===== config.mk =====
export PLATFORM = sky130hd
export DESIGN_NAME = time_entry
export DESIGN_NICKNAME = d
export VERILOG_FILES = /design/src/rtl/microondas_pkg.sv /design/src/rtl/btn_repeat.sv /design/src/rtl/edge_detector.sv /design/src/rtl/time_entry.sv
export SDC_FILE = /design/constraint.sdc
export NUM_CORES = 1
export LEC_CHECK = 0
export ABC_AREA = 1
export CAP_MARGIN = 15
export CORE_UTILIZATION = 45
export CTS_CLUSTER_DIAMETER = 60
export DETAILED_ROUTE_END_ITERATION = 7
export GPL_TIMING_DRIVEN = 0
export SETUP_SLACK_MARGIN = 0.4
export SLEW_MARGIN = 0
export SYNTH_ARGS = -nofsm -noshare
export SYNTH_HDL_FRONTEND = slang
export SYNTH_SLANG_ARGS = --single-unit

===== constraint.sdc =====
create_clock -name clock -period 3.7 [get_ports clock]
set_input_delay 0.37 -clock clock [delete_from_list [all_inputs] [get_ports clock]]
set_output_delay 0.37 -clock clock [all_outputs]
set_load 0.005 [all_outputs]

===== src/rtl/microondas_pkg.sv =====
// Shared definitions for the microwave front panel: controller states, digit limits, cursor slots.
// Latency: none (types, constants and one pure function).
// Backpressure: not applicable.
package microondas_pkg;

  typedef enum logic [1:0] {
    ST_EDIT  = 2'd0,
    ST_RUN   = 2'd1,
    ST_ALARM = 2'd2
  } state_t;

  localparam logic [3:0] UNIT_MAX     = 4'd9;
  localparam logic [3:0] TENS_SEC_MAX = 4'd5;

  localparam logic [1:0] CUR_SU = 2'd0;
  localparam logic [1:0] CUR_SD = 2'd1;
  localparam logic [1:0] CUR_MU = 2'd2;
  localparam logic [1:0] CUR_MD = 2'd3;

  // Only the seconds-tens digit stops at 5; every other digit runs 0..9.
  function automatic logic [3:0] digit_max(input logic [1:0] cur);
    return (cur == CUR_SD) ? TENS_SEC_MAX : UNIT_MAX;
  endfunction

endpackage


===== src/rtl/btn_repeat.sv =====
// Edge detect plus auto-repeat: step on press, again after REPEAT_DELAY, then every REPEAT_RATE.
// Latency: steps are combinational in the cycle they fall due.
// Backpressure: none; releasing the button stops stepping in the same cycle.
module btn_repeat #(
  parameter int REPEAT_DELAY = 50_000_000,
  parameter int REPEAT_RATE  = 10_000_000
) (
  input  logic clock,
  input  logic reset,
  input  logic btn,
  output logic rise,
  output logic step
);

  localparam int CMAX = (REPEAT_DELAY > REPEAT_RATE) ? REPEAT_DELAY : REPEAT_RATE;
  localparam int CW   = $clog2(CMAX + 1);

  logic          armed;
  logic          repeating;
  logic [CW-1:0] cnt;
  logic          delay_hit;
  logic          rate_hit;

  edge_detector u_edge (
    .clock (clock),
    .reset (reset),
    .sig   (btn),
    .rise  (rise)
  );

  // cnt holds the cycles elapsed since the press, or since the last repeat once repeating.
  assign delay_hit = armed & ~repeating & (cnt == CW'(REPEAT_DELAY));
  assign rate_hit  = armed &  repeating & (cnt == CW'(REPEAT_RATE));
  assign step      = rise | (btn & (delay_hit | rate_hit));

  // Arm on a fresh press, restart the interval after each repeat step, disarm on release.
  always_ff @(posedge clock or posedge reset) begin
    if (reset) begin
      armed     <= 1'b0;
      repeating <= 1'b0;
      cnt       <= '0;
    end else if (!btn) begin
      armed     <= 1'b0;
      repeating <= 1'b0;
      cnt       <= '0;
    end else if (rise) begin
      armed     <= 1'b1;
      repeating <= 1'b0;
      cnt       <= CW'(1);
    end else if (armed) begin
      if (delay_hit || rate_hit) begin
        repeating <= 1'b1;
        cnt       <= CW'(1);
      end else begin
        cnt <= cnt + 1'b1;
      end
    end
  end

endmodule


===== src/rtl/edge_detector.sv =====
// Rising-edge detector for an already synchronised level input.
// Latency: rise is combinational in the cycle the level first reads high.
// Backpressure: none; a level held through reset needs a release and a fresh press.
module edge_detector (
  input  logic clock,
  input  logic reset,
  input  logic sig,
  output logic rise
);

  logic prev;

  // Previous level; reset treats the input as already held so no edge is seen on release of reset.
  always_ff @(posedge clock or posedge reset) begin
    if (reset) prev <= 1'b1;
    else       prev <= sig;
  end

  assign rise = sig & ~prev;

endmodule


===== src/rtl/time_entry.sv =====
// Microwave time entry: four BCD digits edited by buttons, start handshake to the timer, alarm beeper.
// Latency: digits/cursor update on the edge after a step; start pulses one cycle after the start_req edge.
// Backpressure: none; buttons are ignored while the timer runs, done outside RUN is dropped.
module time_entry #(
  parameter int REPEAT_DELAY  = 50_000_000,
  parameter int REPEAT_RATE   = 10_000_000,
  parameter int ALARM_HALF    = 25_000_000,
  parameter int ALARM_TOGGLES = 6
) (
  input  logic       clock,
  input  logic       reset,
  input  logic       btn_up,
  input  logic       btn_down,
  input  logic       btn_next,
  input  logic       btn_clear,
  input  logic       start_req,
  input  logic       done,
  output logic [6:0] min,
  output logic [6:0] sec,
  output logic       start,
  output logic [1:0] cursor,
  output logic       busy,
  output logic       alarm
);

  import microondas_pkg::*;

  localparam int AW = $clog2(ALARM_HALF + 1);
  localparam int HW = $clog2(ALARM_TOGGLES + 1);

  state_t          state, state_n;
  logic            start_n;
  logic [3:0][3:0] dig, dig_n;
  logic [1:0]      cur_n;
  logic [AW-1:0]   acnt;
  logic [HW-1:0]   hcnt;

  logic up_rise, up_step, dn_rise, dn_step;
  logic nxt_rise, clr_rise, go_rise;
  logic any_rise, nonzero, alarm_last;

  btn_repeat #(.REPEAT_DELAY(REPEAT_DELAY), .REPEAT_RATE(REPEAT_RATE)) u_up (
    .clock (clock), .reset (reset), .btn (btn_up), .rise (up_rise), .step (up_step)
  );

  btn_repeat #(.REPEAT_DELAY(REPEAT_DELAY), .REPEAT_RATE(REPEAT_RATE)) u_down (
    .clock (clock), .reset (reset), .btn (btn_down), .rise (dn_rise), .step (dn_step)
  );

  edge_detector u_next  (.clock (clock), .reset (reset), .sig (btn_next),  .rise (nxt_rise));
  edge_detector u_clear (.clock (clock), .reset (reset), .sig (btn_clear), .rise (clr_rise));
  edge_detector u_go    (.clock (clock), .reset (reset), .sig (start_req), .rise (go_rise));

  assign any_rise   = up_rise | dn_rise | nxt_rise | clr_rise;
  assign nonzero    = |dig;
  assign alarm_last = (acnt == AW'(ALARM_HALF - 1)) && (hcnt == HW'(ALARM_TOGGLES - 1));

  assign min  = 7'(dig[CUR_MD]) * 7'd10 + 7'(dig[CUR_MU]);
  assign sec  = 7'(dig[CUR_SD]) * 7'd10 + 7'(dig[CUR_SU]);
  assign busy = (state == ST_RUN);

  // Next state and start request: only a nonzero value may be handed to the timer.
  always_comb begin
    state_n = state;
    start_n = 1'b0;
    case (state)
      ST_EDIT:  if (go_rise && nonzero) begin
                  state_n = ST_RUN;
                  start_n = 1'b1;
                end
      ST_RUN:   if (done) state_n = ST_ALARM;
      ST_ALARM: if (any_rise || alarm_last) state_n = ST_EDIT;
      default:  state_n = ST_EDIT;
    endcase
  end

  // State register; start is registered so it lands one cycle after the request edge.
  always_ff @(posedge clock or posedge reset) begin
    if (reset) begin
      state <= ST_EDIT;
      start <= 1'b0;
    end else begin
      state <= state_n;
      start <= start_n;
    end
  end

  // Digit editing: clear wins, opposing steps cancel, no carry, cursor moves after the step lands.
  always_comb begin
    dig_n = dig;
    cur_n = cursor;
    if (state == ST_EDIT) begin
      if (clr_rise) begin
        dig_n = '0;
        cur_n = CUR_SU;
      end else begin
        if (up_step && !dn_step)
          dig_n[cursor] = (dig[cursor] == digit_max(cursor)) ? 4'd0 : dig[cursor] + 4'd1;
        else if (dn_step && !up_step)
          dig_n[cursor] = (dig[cursor] == 4'd0) ? digit_max(cursor) : dig[cursor] - 4'd1;
        if (nxt_rise) cur_n = cursor + 2'd1;
      end
    end
  end

  // Digit and cursor registers.
  always_ff @(posedge clock or posedge reset) begin
    if (reset) begin
      dig    <= '0;
      cursor <= CUR_SU;
    end else begin
      dig    <= dig_n;
      cursor <= cur_n;
    end
  end

  // Alarm pattern: starts high on done, flips every ALARM_HALF cycles, any button edge silences it.
  always_ff @(posedge clock or posedge reset) begin
    if (reset) begin
      alarm <= 1'b0;
      acnt  <= '0;
      hcnt  <= '0;
    end else if (state == ST_RUN && done) begin
      alarm <= 1'b1;
      acnt  <= '0;
      hcnt  <= '0;
    end else if (state == ST_ALARM) begin
      if (any_rise) begin
        alarm <= 1'b0;
        acnt  <= '0;
        hcnt  <= '0;
      end else if (acnt == AW'(ALARM_HALF - 1)) begin
        acnt <= '0;
        if (hcnt == HW'(ALARM_TOGGLES - 1)) begin
          alarm <= 1'b0;
          hcnt  <= '0;
        end else begin
          alarm <= ~alarm;
          hcnt  <= hcnt + 1'b1;
        end
      end else begin
        acnt <= acnt + 1'b1;
      end
    end
  end

endmodule


## After elaboration in Yosys (flattened, before gate mapping)

Cells that the tools add are included.

| word-level totals | value |
|---|---|
| register bits after elaboration | 111 |
| output and inout port bits | 19 |

| cells by class | value |
|---|---|
| magnitude comparators | 2 |
| add/sub/neg operators | 9 |
| equal/unequal tests | 19 |
| muxes and demuxes | 54 |
| reductions and logical operators | 24 |
| multipliers | 2 |
| bitwise gates (word level) | 30 |

Operators with widths:

| cell | count |
|---|---|
| 2-to-1 mux 26 bit | 8 |
| 2-to-1 mux 25 bit | 4 |
| adder 26 x 1 -> 26 bit, second input constant | 2 |
| == test 26 x 24 -> 1 bit, second input constant | 2 |
| == test 26 bit, second input constant | 2 |
| 2-to-1 mux 16 bit | 3 |
| bitwise mux 16 bit | 2 |
| adder 25 x 1 -> 25 bit, second input constant | 1 |
| == test 25 bit, second input constant | 1 |
| 2-to-1 mux 4 bit | 5 |
| 2-to-1 mux 1 bit | 19 |
| OR reduction 16 bit | 1 |
| bitwise AND 1 bit | 15 |
| 2-to-1 mux 3 bit | 5 |
| adder 7 x 4 -> 7 bit | 2 |
| multiplier 4 x 3 -> 6 bit, second input constant | 2 |
| != test 3 x 1 -> 1 bit, second input constant | 4 |
| 2-to-1 mux 2 bit | 5 |
| AND reduction 2 bit | 5 |
| binary-select mux 4 bit (select 2 bit) | 1 |
| demux 4 bit (select 2 bit) | 1 |
| inverter 1 bit | 8 |
| bitwise OR 1 bit | 7 |
| logical AND 1 bit | 6 |
| other kinds (20) | 29 |

## Depth between registers and ports, before layout

| depth | value |
|---|---|
| depth after elaboration | 11 |
| gate-level depth with buffers | 16 |
| depth with buffers taken out | 15 |

## Modules after synthesis

A second synthesis with hierarchy kept.

| second synthesis, totals | value |
|---|---|
| cells, all modules | 1021 |
| area total of the unflattened synthesis | 7460.9 um2 |

By module, submodules not included:

| module | area each (um2) | sequential area each (um2) | times used | cells each |
|---|---|---|---|---|
| time_entry | 3555.9 | 1251.2 | 1 | 486 |
| btn_repeat at u_down | 1866.8 | 700.7 | 1 | 257 |
| btn_repeat at u_up | 1838.0 | 700.7 | 1 | 258 |
| edge_detector | 40.0 | 26.3 | 5 | 4 |

## Worst setup path before layout

No wires, ideal clock.

| timing path | value |
|---|---|
| path kind | reg-to-output |
| start | reg dig[5] (netlist bit) |
| end | out sec[6] |
| setup slack | 1682 ps |
| arrival | 1648 ps |
| path buffers | 0 |
| stages on the path, launching flop included | 6 |
| data required time | 3330 ps |
| cell sequence | dfrtp_1 -> ha_1 -> ha_1 -> fa_1 -> nand3_1 -> xor2_1 |

| between the ends | value |
|---|---|
| cells in the longest elaborated chain, start to end | 2 |

Ends and longest elaborated chain:

| element | line | RTL |
|---|---|---|
| start, declared | time_entry.sv:33 | `logic [3:0][3:0] dig, dig_n;` |
| start signal, assigned | time_entry.sv:112 | `dig <= dig_n;` |
| multiplier 4 x 3 -> 6 bit | time_entry.sv:59 | `assign sec = 7'(dig[CUR_SD]) * 7'd10 + 7'(dig[CUR_SU]);` |
| adder 7 x 4 -> 7 bit | time_entry.sv:59 |  |
| end, declared | time_entry.sv:19 | `output logic [6:0] sec,` |

Every way passes these cells.

## Final worst setup path

Ends and elaborated chain as after synthesis.

==> flow_summary.html <==
<table>
<tr><th>Metric</th><th>Value</th></tr>
<tr><th colspan="2">CTS</th></tr>
<tr><td>TritonCTS clock tree</td><td>built</td></tr>
<tr><td>Total of cells resized after clock tree synthesis</td><td>0</td></tr>
<tr><td>Worst-case clock buffer depth</td><td>2</td></tr>
<tr><td>Clock transition at the registers of the reported paths</td><td>0.07 ns</td></tr>
<tr><td>CTS Hold Bufs</td><td>0</td></tr>
<tr><td>Maximum level of the CTS H-tree</td><td>3</td></tr>
<tr><td>Clk Latency, worst-skew pair</td><td>0.36 ns</td></tr>
<tr><td>Post-CTS Setup Bufs</td><td>0</td></tr>
<tr><td>CTS Sinks</td><td>111</td></tr>
<tr><td>Number of buffers inserted during clock tree synthesis</td><td>9</td></tr>
<tr><td>Root buffer cell</td><td>sky130_fd_sc_hd__clkbuf_16</td></tr>
<tr><th colspan="2">Routing</th></tr>
<tr><td>Routed wire length per instance</td><td>12.90 um</td></tr>
<tr><td>Final wirelength</td><td>15480 um</td></tr>
<tr><td>Residual antenna-violating net count after detailed routing</td><td>0</td></tr>
<tr><td>Per-cell via count in the routed design</td><td>5.050</td></tr>
<tr><td>Starting DRT DRC Count</td><td>367</td></tr>
<tr><td>Via Count</td><td>6060</td></tr>
<tr><td>First drt pass iteration count</td><td>5</td></tr>
<tr><td>Drt drc</td><td>0</td></tr>
<tr><th colspan="2">Critical path</th></tr>
<tr><td>Max Fanout on Critical Path</td><td>5</td></tr>
<tr><td>Crit path kind</td><td>reg -&gt; out</td></tr>
<tr><td>Critical path buffer and inverter count</td><td>1</td></tr>
<tr><td>Kind of cell adding the most delay to the critical path</td><td>adder cells</td></tr>
<tr><td>Cells along the critical path</td><td>ha_1 &gt; ha_1 &gt; fa_1 &gt; nand3_1 &gt; xor2_1 &gt; clkdlybuf4s50_1</td></tr>
<tr><td>Beginning of the worst register-to-register path</td><td>acnt[1]</td></tr>
<tr><td>Cell count of the worst reg-to-reg path</td><td>12</td></tr>
<tr><td>Crit path capture type</td><td>primary output</td></tr>
<tr><td>Critical path data arrival time</td><td>2.60 ns</td></tr>
<tr><td>Slowest stage delay, CP</td><td>~0.53 ns</td></tr>
<tr><td>Reg2Reg Setup Slack</td><td>1.37 ns</td></tr>
<tr><td>Worst setup SP type</td><td>flop</td></tr>
<tr><td>CP required</td><td>about 3.3 ns</td></tr>
<tr><td>Capturing point of the worst reg2reg path</td><td>acnt[10]</td></tr>
<tr><td>Cell repeated most along the worst path</td><td>sky130_fd_sc_hd__ha_1</td></tr>
<tr><td>Critical-path top delay cell</td><td>sky130_fd_sc_hd__fa_1</td></tr>
<tr><th colspan="2">STA</th></tr>
<tr><td>Min Hold Slack</td><td>roughly 0.31 ns</td></tr>
<tr><td>Post-route fraction of the period consumed by the critical path</td><td>0.8035</td></tr>
<tr><td>Number of max-slew violations in the final report</td><td>0</td></tr>
<tr><td>Skew final</td><td>around 0.012 ns</td></tr>
<tr><td>Max transition margin</td><td>0.6771</td></tr>
<tr><td>Transition time at the pin with the least slew margin</td><td>0.4825 ns</td></tr>
<tr><td>FMAX</td><td>336.4 MHz</td></tr>
<tr><td>Final critical path time including I/O delays and setup</td><td>approximately 3.0 ns</td></tr>
<tr><td>Hold violation total from the final report</td><td>0</td></tr>
<tr><td>RSZ-0062 raised after global routing</td><td>false</td></tr>
<tr><td>Final-report setup violation count</td><td>0</td></tr>
<tr><th colspan="2">Power</th></tr>
<tr><td>Switch share</td><td>0.3772</td></tr>
<tr><td>Proportion of power drawn by the clock network</td><td>0.234</td></tr>
<tr><td>Part of the power in registers</td><td>0.381</td></tr>
<tr><td>Leakage power</td><td>3.571 nW</td></tr>
<tr><td>Switching power summed over all nets</td><td>0.001471 W</td></tr>
<tr><td>Worst supply voltage drop on vdd</td><td>0.2389 mV</td></tr>
<tr><td>Cell internal pwr</td><td>0.002428 W</td></tr>
<tr><td>Ratio of total power to cell area</td><td>between 400 and 500 nW/um2</td></tr>
<tr><td>Logic pwr share</td><td>0.385</td></tr>
<tr><td>Tot Pwr</td><td>0.003899 W</td></tr>
<tr><th colspan="2">Outcome</th></tr>
<tr><td>Status</td><td>finished clean</td></tr>
<tr><th colspan="2">Yosys</th></tr>
<tr><td>Library cell occupying the most area in the post-synthesis netlist</td><td>sky130_fd_sc_hd__dfrtp_1</td></tr>
<tr><td>Mapped cell area</td><td>7043 um2</td></tr>
<tr><td>Number of enable-type register cells in the synthesized netlist</td><td>0</td></tr>
<tr><td>Async set or reset register ratio after synthesis</td><td>1.000</td></tr>
<tr><td>Post-synthesis sequential element count</td><td>111</td></tr>
<tr><td>Number of distinct library cell variants in the gate-level netlist after synthesis</td><td>41</td></tr>
<tr><td>Sequential area share after synthesis</td><td>0.3953</td></tr>
<tr><td>Top cell type's share of synthesized area</td><td>0.3766</td></tr>
<tr><td>Ranking of synthesized cells by area</td><td>sky130_fd_sc_hd__dfrtp_1 (38%), sky130_fd_sc_hd__nand2_1 (11%), sky130_fd_sc_hd__nor2_1 (7.1%)</td></tr>
<tr><td>Synthesized instance count</td><td>approximately 950</td></tr>
<tr><td>Primary flip-flop cell chosen by synthesis mapping</td><td>sky130_fd_sc_hd__dfrtp_1</td></tr>
<tr><td>Net count after synthesis</td><td>982</td></tr>
<tr><td>Syn Area/Cell</td><td>7.445 um2</td></tr>
<tr><td>Yosys warning count</td><td>0</td></tr>
<tr><th colspan="2">Die</th></tr>
<tr><td>Chip height</td><td>127.1 um</td></tr>
<tr><td>Die outline width</td><td>127.1 um</td></tr>
<tr><td>Area of the die</td><td>16160 um2</td></tr>
<tr><td>Starting density of the core</td><td>0.4616</td></tr>
<tr><td>Standard-cell row count</td><td>45</td></tr>
<tr><td>Number of top-level pins</td><td>27</td></tr>
<tr><td>Core region area</td><td>15260 um2</td></tr>
<tr><th colspan="2">Finish</th></tr>
<tr><td>Area of the multi-input gates</td><td>3707 um2</td></tr>
<tr><td>Inserted Diodes</td><td>0</td></tr>
<tr><td>Seq. cell area</td><td>2784 um2</td></tr>
<tr><td>Number of standard cells in the final layout excluding fillers</td><td>roughly 1.2k</td></tr>
<tr><td>Final #Nets</td><td>1020</td></tr>
<tr><td>Proportion of layout cells with a drive suffix above 1</td><td>0.07280</td></tr>
<tr><td>Post-route core utilization</td><td>0.5157</td></tr>
<tr><td># fillers</td><td>1521</td></tr>
<tr><td>Layout overhead on the synthesized area</td><td>11.73%</td></tr>
<tr><th colspan="2">Job</th></tr>
<tr><td># Max-Cap Violations</td><td>0</td></tr>
<tr><th colspan="2">Global routing</th></tr>
<tr><td>Pin count of the biggest net entering global routing</td><td>94</td></tr>
<tr><td>Number of antenna violations at the first check in global routing</td><td>0</td></tr>
<tr><td>Total gr overflow</td><td>0</td></tr>
<tr><td>Global routing usage summed across all routing layers</td><td>0.2050</td></tr>
<tr><td>Via count of the first global-routing pass</td><td>between 5k and 6k</td></tr>
<tr><td>Wire length of the first global-routing pass</td><td>26810 um</td></tr>
<tr><th colspan="2">Place</th></tr>
<tr><td>Final HPWL DP</td><td>11540 um</td></tr>
<tr><td>Cell count after placement</td><td>1184</td></tr>
<tr><td>Number of port buffers</td><td>26</td></tr>
<tr><td>Final Wtd Congestion</td><td>between 0.8 and 0.9</td></tr>
<tr><th colspan="2">Hold path</th></tr>
<tr><td>Classification of the worst-slack hold path</td><td>in -&gt; async</td></tr>
</table>
==> through the flow <==
step | setup slack, ns | TNS (ns) | area [um2]
2_1_floorplan | 0.4076 | 0 | 7043
3_3_place_gp | -1.473 | -156.34 | 7567
3_5_place_dp | 1.047 | 0 | 7600
4_1_cts | 0.7046 | 0 | 7869
5_1_grt | 0.6308 | 0 | 7869
6_report | 0.7271 | 0 | 7869
==> kinds of logic after synthesis <==
logic type,share of synthesized area
DFF,0.3953
AOI/OAI and AO/OA,0.05880
buffers and inverters,0.07834
adders and majority gates,0.05401
xor gates and xnor gates,0.05596
and+or+nand+nor,0.3576
==> worst max-delay path by stage <==
stage,slack [ns],cells after the start,to,start
global placement,-1.47,2,u_up.cnt[14],reset
finish,0.73,6,sec[6],dig[5]
floorplan,0.41,1,acnt[0],reset
global route,0.63,6,min[6],dig[13]
CTS,0.70,6,sec[6],dig[5]
detailed placement,1.05,11,acnt[13],btn_clear
==> Yosys cell counts, drive strengths merged (9+ instances only) <==
cell	n
nand2	217
nor2	145
inv	128
dfrtp	106
nand3	83
nor3	43
xor2	36
o21ai	33
nand4	31
ha	24
a21oi	21
nor4	15
xnor2	9
==> worst register-to-register path: cells and delay by family (launching register included) <==
| family | cells | cell delay [ns] |
|---|---|---|
| AND/OR/NAND/NOR | 7 | 1.06 |
| flip-flops | 1 | 0.38 |
| adder cells (fa/ha/maj) | 1 | 0.21 |
| buffers and inverters | 4 | 0.55 |
==> cell type report <==
| cell class | count | area share |
|---|---|---|
| tap | 211 | 0.03355 |
| clock buffer | 11 | 0.02958 |
| buffer | 11 | 0.008586 |
| clock inverter | 5 | 0.004611 |
| multi-input combinational | 695 | 0.4711 |
| sequential | 111 | 0.3538 |
| inverter | 129 | 0.06217 |
| timing repair buffer | 27 | 0.03657 |
==> power by group through the flow <==
stage	clock, W	combinational, W	sequential, W
floorplan	0	0.00101	0.00146
global placement	0	0.00150	0.00151
detailed placement	0	0.00151	0.00150
CTS	0.000949	0.00152	0.00148
global route	0.000991	0.00171	0.00150
finish	0.000914	0.00150	0.00148
==> sequential cells by signal, indices dropped and copies added, names as in the netlist, 2 cells and up <==
name,flops
cursor,2
dig,16
hcnt,3
acnt,25
u_up.cnt,26
state,2
u_down.cnt,26
==> cells in the final DEF (no fill, tap or decap), drive strengths merged <==
master	synthesis	layout
o21ai	33	33
nand4	31	31
nand3	83	83
o22ai	6	6
o31ai	1	1
o2111ai	1	1
and2b	1	1
inv	128	128
clkinv	1	6
a211oi	2	2
nor2	145	145
xor2	36	36
nor3b	7	7
buf	8	9
nor3	43	43
clkdlybuf4s50	0	26
nor4	15	15
dfstp	5	5
dfrtp	106	106
fa	4	4
a31oi	6	6
nand3b	3	3
clkbuf	3	14
nand2	217	217
and3b	1	1
o211ai	5	5
a21oi	21	21
or2	1	1
ha	24	24
xnor2	9	9
==> per-layer routing <==
metal / part of all wire / global-route usage / up-vias
met5: 0 / 0 / -
met1: 0.51 / 0.2841 / 2837
li1: - / - / 3155
met3: 0.023 / 0.04020 / 14
met2: 0.46 / 0.3319 / 54
met4: 0.010 / 0.04622 / 0
Power figures use the tool's default switching activity.
